===== src/rtl/xor_4b.sv =====
// rtl/xor_4b.sv - 4-bit bitwise XOR with registered copy and neq/parity flags
module xor_4b #(
  // Block name fixes the width; only 4 is supported.
  parameter int WIDTH = 4
) (
  input  logic [WIDTH-1:0] x,
  input  logic [WIDTH-1:0] y,
  output logic [WIDTH-1:0] out,
  input  logic             clk,
  input  logic             rst,
  output logic [WIDTH-1:0] out_q,
  output logic             neq,
  output logic             parity
);

  // Combinational result and flags; independent of clk and rst so they stay
  // valid during reset and keep the legacy (x, y, out) positional usage intact.
  always_comb begin
    out    = x ^ y;
    neq    = |out;
    parity = ^out;
  end

  // Pipelined copy of the result; rst clears it immediately and holds it at 0,
  // and is tested first so an edge coinciding with reset release leaves 0.
  always_ff @(posedge clk or posedge rst) begin
    if (rst) begin
      out_q <= '0;
    end else begin
      out_q <= x ^ y;
    end
  end

endmodule


===== config.mk =====
export PLATFORM = sky130hd
export DESIGN_NAME = xor_4b
export DESIGN_NICKNAME = d
export VERILOG_FILES = /design/src/rtl/xor_4b.sv
export SDC_FILE = /design/constraint.sdc
export NUM_CORES = 1
export LEC_CHECK = 0
export ABC_AREA = 1
export BUFFER_PORTS_ARGS = -buffer_cell sky130_fd_sc_hd__buf_2
export CORE_AREA = 2 2 39 41
export DETAILED_ROUTE_END_ITERATION = 12
export DIE_AREA = 0 0 41 43
export GPL_ROUTABILITY_DRIVEN = 0
export PLACE_DENSITY_LB_ADDON = 0.08
export SETUP_SLACK_MARGIN = 0.2
export SYNTH_ARGS = -nofsm -noshare
export SYNTH_HDL_FRONTEND = slang
export SYNTH_SLANG_ARGS = --single-unit

===== constraint.sdc =====
create_clock -name clk -period 0.9 [get_ports clk]
set_clock_uncertainty 0.05 [all_clocks]
set_input_delay 0.18 -clock clk [delete_from_list [all_inputs] [get_ports clk]]
set_output_delay 0.18 -clock clk [all_outputs]
set_load 0.1 [all_outputs]

==> flow_summary.ini, run 1 <==
[floorplanning]
start_util = 0.196
pin_count = 20
coreArea_sq_um = 1380
chipHeight_um = 43
row_count = 14
dieArea_sq_um = 1760
die_w_um = 41

[timing]
fmax_mhz = 779
worst_slack_ns = -0.384
worst_slew_pin_slew_ns = 0.146
period_share = 1.43
min_period_ns = 1.28
fin_hold_ws_ns = 0.147
finalSetupViolations = 10
finalHoldViolCount = 0
rsz0062_at_grt = yes
slew_headroom = 0.903
setup_tns_ns = -1.76
final_max_slew_viol_count = 0

[cts]
clock_path_buffers = 2
cts_buffers = 3
clock_sinks = 4
root_buffer = clkbuf_4
cts.htree.levels = 1
cts_tree = done
cts.clk_slew.worst_paths_ns = 0.05

[min_path]
min_path_type = input pin to flop
hold_depth = 3
hp-start = y[2]
holdPathEnd = out_q[2]

[final_layout]
final_cell_mix = nand2_4, buf_12, buf_4
n_fill_cell = 49
final_common_cell = nand2_4
fin_nets = 107
stdcell_count = 109
multiInputGateArea_sq_um = 413
regArea_sq_um = 115
reg.largest.list = out_q (4)
largest_reg_flops = 4
n_antenna_cell = 0
drive_above_1_share = 0.978
top_register = out_q
area_growth_pct = 364

[detailed_routing]
postRouteAntennaNets = 0
drt_pass1_iterations = 1
drc = 0
wl_per_cell_um = 11.6
num_vias = 457
drt-vias-per-instance = 4.19
totalWireLength_um = 1270
drt_iter0_markers = 0

[power_and_ir_drop]
power_frac_comb = 0.682
p_leak_nw = 0.623
internal-power_mw = 0.810
power.density_nw_per_um2 = 1190
clock_power_share = 0.175
p_seq_frac = 0.143
switching_share = 0.458
p_switching_mw = 0.685
ir_drop_mv = 0.894

[synthesis]
synth_area_leaders = nand2_1, dfrtp_1, inv_1
synth_area_leader_cell = nand2_1
syn_area_sq_um = 272
syn_area_per_cell_sq_um = 6.03
netlist_instances = 45
synth_cell_types = 4
syn_nets = 57
synth_seq_cells = 4
yosys_warnings = 0
synth_top_area_share = 0.387
synth_seq_area_share = 0.369

[setup_path]
cp_data_arrival_time_ns = 1.05
required_ns = 0.67
worstPathMaxFanout = 3
cp-end-kind = output pin
cp-start-kind = input pin
critical_path_class = input pin to output pin

[run]
maxCapViolations = 0

[global_route]
grt_overflow_total = 0
grt_pass1_vias = 455
grt_pass1_wl_um = 1790
grt_max_degree = 5
antenna_found_initial = 0
grt.total_usage = 0.153

[placed_design]
dp_hpwl_um = 678
dp_cells = 96
portBuffers = 19
dp_slack_ns = -0.441

[outcome]
status = finished with violations
violations = setup timing
==> cells by family after synthesis <==
| group | after synthesis | synth area share |
|---|---|---|
| simple gates | 28 | 0.387 |
| buf+inv | 11 | 0.152 |
| flops | 4 | 0.369 |
| fa+ha+maj | 2 | 0.0922 |
==> per-stage QoR <==
| stage | util | power (mW) | cell area [sq um] |
|---|---|---|---|
| global route | 0.910 | 1.55 | 1260 |
| detailed placement | 0.641 | 1.04 | 887 |
| CTS | 0.811 | 1.37 | 1120 |
| global placement | 0.641 | 1.03 | 887 |
| floorplan | - | 0.741 | 502 |
| finish | 0.910 | 1.50 | 1260 |
==> power groups by stage <==
stage / Clock [mW] / Combinational (mW) / Sequential [mW]
3_3_place_gp: 0 / 0.816 / 0.217
3_5_place_dp: 0 / 0.824 / 0.217
2_1_floorplan: 0 / 0.426 / 0.314
5_1_grt: 0.272 / 1.06 / 0.214
6_report: 0.262 / 1.02 / 0.214
4_1_cts: 0.223 / 0.934 / 0.215
==> cell usage after synthesis <==
library cell and number:
inv_1 11, dfrtp_1 4, ha_1 2, nand2_1 28
==> final cells by class <==
| type | count | area share |
|---|---|---|
| timing repair buffer | 45 | 0.468 |
| multi-input combinational | 30 | 0.328 |
| sequential | 4 | 0.0915 |
| inverter | 11 | 0.0785 |
| clock buffer | 3 | 0.0179 |
| tap | 16 | 0.0159 |
==> critical path: stages <==
cell and delay, ns:
buf_8 0.11, nand2_2 0.09, nand2_4 0.06, ha_4 0.29
inv_4 0.04, nand2_4 0.08, nand2_8 0.05, buf_12 0.16
==> how the worst max path moves through the flow <==
stage / start / endpoint / cells past startpoint
3_3_place_gp: y[0] / parity / 9
3_5_place_dp: y[2] / parity / 9
2_1_floorplan: y[1] / parity / 7
4_1_cts: y[0] / parity / 8
5_1_grt: x[1] / parity / 8
6_report: x[1] / parity / 8
==> metal layers <==
metal / vias to the layer above / GRT usage / part of all wire
met5: - / 0 / 0
met2: 17 / 0.269 / 0.64
li1: 223 / - / -
met1: 214 / 0.155 / 0.30
met4: 0 / 0.0800 / 0.024
met3: 3 / 0.0314 / 0.042
==> repair_timing <==
action	4_1_cts	5_1_grt
endpoints found under the hold margin	4	0
buffers inserted	3	6
pin swaps	22	14
setup endpoints to repair	11	13
resized for setup	49	22
hold buffers	1	0
No activity file was read; power rests on OpenSTA's default activity.
==> run 2: changes to the inputs <==
--- a/config.mk
+++ b/config.mk
@@ -13,6 +13,7 @@
 export GPL_ROUTABILITY_DRIVEN = 0
 export PLACE_DENSITY_LB_ADDON = 0.08
 export SETUP_SLACK_MARGIN = 0.2
+export SKIP_CTS_REPAIR_TIMING = 1
 export SYNTH_ARGS = -nofsm -noshare
 export SYNTH_HDL_FRONTEND = slang
 export SYNTH_SLANG_ARGS = --single-unit
==> constraint.sdc (replaced) <==
create_clock -name clk -period 0.9 [get_ports clk]
set_clock_uncertainty 0.05 [all_clocks]
set_input_delay 0.09 -clock clk [delete_from_list [all_inputs] [get_ports clk]]
set_output_delay 0.09 -clock clk [all_outputs]
set_load 0.1 [all_outputs]
==> flow_summary.ini, run 2 (synthesized netlist as in run 1, its figures left out) <==
[outcome]
status = finished with violations
violations = setup timing

[setup_path]
required_ns = 0.76
cp_data_arrival_time_ns = 0.93
cpPeakStageDelay_ns = 0.28
critical_path_class = input pin to output pin
cp-start-kind = input pin
worstPathMaxFanout = 3
critical_path.cell_chain = buf_12 > nand2_4 > nand2_2 > ha_4 > inv_2 > nand2_4 > nand2_8 > buf_12
critPathSlowestCell = ha_4
cp-end-kind = output pin

[timing]
min_period_ns = 1.07
rsz0062_at_grt = yes
finalSetupViolations = 5
worst_slack_ns = -0.173
final_max_slew_viol_count = 0
slew_headroom = 0.905
period_share = 1.19
finalHoldViolCount = 0
fmax_mhz = 932
worst_slew_pin_slew_ns = 0.143

[detailed_routing]
drc = 0
met2_length_um = 569
drt_iter0_markers = 0
wl_per_cell_um = 10.1
wl_met3_um = 54
drt-vias-per-instance = 4.11
drt_pass1_iterations = 1
num_vias = 362
met1_length_um = 268
postRouteAntennaNets = 0
dr.max_layer_used = met3
totalWireLength_um = 892

[placed_design]
dp_hpwl_um = 605
dp_slack_ns = -0.257
dp_cells = 80
portBuffers = 19

[final_layout]
final_common_cell = nand2_4
final_cell_mix = nand2_4, buf_12, nand2_1
stdcell_count = 88
reg.largest.list = out_q (4)
n_antenna_cell = 0
fin_nets = 86
top_register = out_q
area_growth_pct = 256
largest_reg_flops = 4
drive_above_1_share = 0.903

[global_route]
grt.total_usage = 0.0946
grt_pass1_wl_um = 1080
grt_max_degree = 5
grt_pass1_vias = 311
grt_overflow_total = 0
antenna_found_initial = 0

[floorplanning]
dieArea_sq_um = 1760
row_count = 14
coreArea_sq_um = 1380
pin_count = 20
die_w_um = 41
start_util = 0.196
chipHeight_um = 43

[power_and_ir_drop]
p_leak_nw = 0.479
clock_power_share = 0.164
internal-power_mw = 0.699
power_frac_comb = 0.668
ir_drop_mv = 1.00
p_switching_mw = 0.578
switching_share = 0.453
p_seq_frac = 0.168
power.density_nw_per_um2 = 1320

[cts]
clock_sinks = 4
cts_tree = done
cts_buffers = 3
clock_path_buffers = 2
root_buffer = clkbuf_4
cts.clk_slew.worst_paths_ns = 0.04
cts.htree.levels = 1

[min_path]
min_path_type = input pin to flop

[run]
maxCapViolations = 0
[run 2: changes by cell type in the layout (fill, tap and decap cells not counted), sizes merged]
cell | previous run | this run
buf | 44 | 23
[run 2: worst paths after layout]
| kind | slack (ns) | cells after the start | start | endpoint |
|---|---|---|---|---|
| worst max-delay path | -0.17 | 8 | y[3] | parity |
| worst min-delay path | 0.06 | 3 | y[1] | out_q[1] |
| max in group asynchronous | 0.39 | 3 | rst | out_q[2] |
| min in group asynchronous | 0.24 | 3 | rst | out_q[1] |
[run 2: power by group through the flow]
stage	Combinational, mW	Sequential (mW)	Clock (mW)
after floorplan	0.397	0.314	0
after global placement	0.732	0.217	0
after detailed placement	0.736	0.218	0
after CTS	0.738	0.215	0.219
after global routing	0.887	0.215	0.241
final	0.853	0.215	0.210
[run 2: layout make-up]
class	instances	area, sq um
inverters	11	83.8
repair buffers	24	385
well taps	16	20.0
multi-input cells	30	340
clock buffers	3	22.5
fillers	104	417
flip-flops and latches	4	115
[run 2: routing by layer]
| metal | track usage | vias to the layer above |
|---|---|---|
| met5 | 0 | - |
| met3 | 0.0366 | 0 |
| li1 | - | 184 |
| met1 | 0.104 | 164 |
| met4 | 0.0600 | 0 |
| met2 | 0.144 | 14 |
[run 2: critical path, delay by kind of cell]
family / cells / cell delay [ns]
buf+inv: 3 / 0.31
fa+ha+maj: 1 / 0.28
simple gates: 4 / 0.24
[run 2: through the flow]
stage / area, sq um / hold slack [ns] / power [mW] / TNS (ns) / util
global route: 967 / 0.0605 / 1.34 / -0.722 / 0.699
detailed placement: 714 / -0.0785 / 0.953 / -0.307 / 0.516
finish: 967 / 0.0648 / 1.28 / -0.592 / 0.699
global placement: 714 / -0.0802 / 0.950 / -0.294 / 0.516
CTS: 737 / -0.321 / 1.17 / -0.765 / 0.533
floorplan: 449 / -0.194 / 0.711 / 0 / -
==> run 3: changes to the inputs <==
--- a/config.mk
+++ b/config.mk
@@ -5,7 +5,6 @@
 export SDC_FILE = /design/constraint.sdc
 export NUM_CORES = 1
 export LEC_CHECK = 0
-export ABC_AREA = 1
 export BUFFER_PORTS_ARGS = -buffer_cell sky130_fd_sc_hd__buf_2
 export CORE_AREA = 2 2 39 41
 export DETAILED_ROUTE_END_ITERATION = 12
==> flow_summary.ini, run 3 <==
[setup_path]
required_ns = 0.76
cp-start-kind = input pin
crit_family = buffers and inverters
cpPeakStageDelay_ns = 0.29
crit_buf_inv = 2
critical_path.cell_chain = buf_8 > xnor2_4 > ha_4 > xor2_4 > buf_12
worstPathMaxFanout = 2
cp-end-kind = output pin
critPathSlowestCell = ha_4
cp_data_arrival_time_ns = 0.97
critical_path_class = input pin to output pin

[synthesis]
netlist_instances = 17
synth_seq_area_share = 0.473
yosys_most_used_dff = dfrtp_1
synth_cell_types = 6
yosys_warnings = 0
syn_area_sq_um = 211
yosysMostFrequentCell = xor2_1
synth_area_leaders = dfrtp_1, xor2_1, xnor2_1
synth_area_leader_cell = dfrtp_1
synth_top_area_share = 0.473
syn_area_per_cell_sq_um = 12.4
syn_nets = 29
synth_edf_count = 0
async_flop_share = 1.00
netlist_top_cells_count = xor2_1, dfrtp_1, xnor2_1, ha_1
synth_seq_cells = 4

[placed_design]
place_area_sq_um = 762
portBuffers = 19
dp_hpwl_um = 569
dp_cells = 60
dp_slack_ns = -0.264

[final_layout]
fin_nets = 64
post-route-util = 0.648
largest_reg_flops = 4
n_fill_cell = 107
area_growth_pct = 324
top_register = out_q
drive_above_1_share = 0.960
final_area_sq_um = 897
n_antenna_cell = 0
final_cell_mix = buf_6, buf_12, xor2_4
reg.largest.list = out_q (4)
stdcell_count = 66

[timing]
worst_slew_pin_slew_ns = 0.157
slew_headroom = 0.895
min_period_ns = 1.11
final_max_slew_viol_count = 0
rsz0062_at_grt = yes
setup_tns_ns = -0.753
period_share = 1.24
fmax_mhz = 899
finalHoldViolCount = 0
worst_slack_ns = -0.213
finalSetupViolations = 6
fin_hold_ws_ns = 0.109

[floorplanning]
coreArea_sq_um = 1380
chipHeight_um = 43
row_count = 14
start_util = 0.153
die_w_um = 41
dieArea_sq_um = 1760
pin_count = 20

[cts]
cts_tree = done
clock_path_buffers = 2
clock_sinks = 4
cts.clk_slew.worst_paths_ns = 0.04
cts.htree.levels = 1
root_buffer = clkbuf_4
cts_buffers = 3

[detailed_routing]
num_vias = 249
totalWireLength_um = 699
wl_per_cell_um = 10.6
postRouteAntennaNets = 0
drt_pass1_iterations = 2
drt-vias-per-instance = 3.77
drc = 0
drt_iter0_markers = 2

[run]
maxCapViolations = 0

[global_route]
grt_max_degree = 5
grt.total_usage = 0.0923
grt_util_met2 = 0.138
grt_pass1_vias = 244
antenna_found_initial = 0
met1_usage = 0.0831
grt_overflow_total = 0
grt-busiest-layer = met2
global_route.usage.met3 = 0.0209
grt_pass1_wl_um = 966

[outcome]
status = finished with violations
violations = setup timing

[power_and_ir_drop]
p_leak_nw = 0.366
ir_drop_mv = 1.10
power.density_nw_per_um2 = 1690
power.total_mw = 1.52

[min_path]
min_path_type = input pin to flop
## run 3: layout make-up
| type | instances | area [sq um] | area share |
|---|---|---|---|
| repair buffers | 30 | 418 | 0.466 |
| clock buffers | 3 | 22.5 | 0.0251 |
| multi-input cells | 12 | 318 | 0.354 |
| flip-flops and latches | 4 | 115 | 0.128 |
| well taps | 16 | 20.0 | 0.0223 |
| inverters | 1 | 3.75 | 0.00418 |
## run 3: report_power, final
group | internal (mW) | switching, mW | leakage, nW
Combinational | 0.450 | 0.611 | 0.309
Sequential | 0.211 | 0.0147 | 0.0430
Clock | 0.150 | 0.0830 | 0.0138
Total | 0.811 | 0.708 | 0.366
## run 3: worst min-delay path: stages
cell	delay, ns
buf_6	0.09
buf_6	0.11
xor2_4	0.07
## run 3: worst paths after layout
kind	start	end	slack, ns	cells past startpoint
max in group asynchronous	rst	out_q[0]	0.41	3
worst max-delay path	x[1]	parity	-0.21	5
min in group asynchronous	rst	out_q[1]	0.22	3
worst min-delay path	y[2]	out_q[2]	0.11	3
## run 3: kinds of logic (layout without fill, tap and decap cells)
kind of cell | count (synthesis) | in the layout | share of synthesized area
DFF | 4 | 4 | 0.473
and+or+nand+nor | 1 | 1 | 0.0177
buffers and inverters | 1 | 34 | 0.0177
xor gates and xnor gates | 9 | 9 | 0.373
adders and majority gates | 2 | 2 | 0.118
## run 3: metal layers
metal | vias up | wire, um
li1 | 116 | -
met3 | 2 | 73
met2 | 18 | 457
met1 | 113 | 145
met4 | 0 | 23
met5 | - | 0
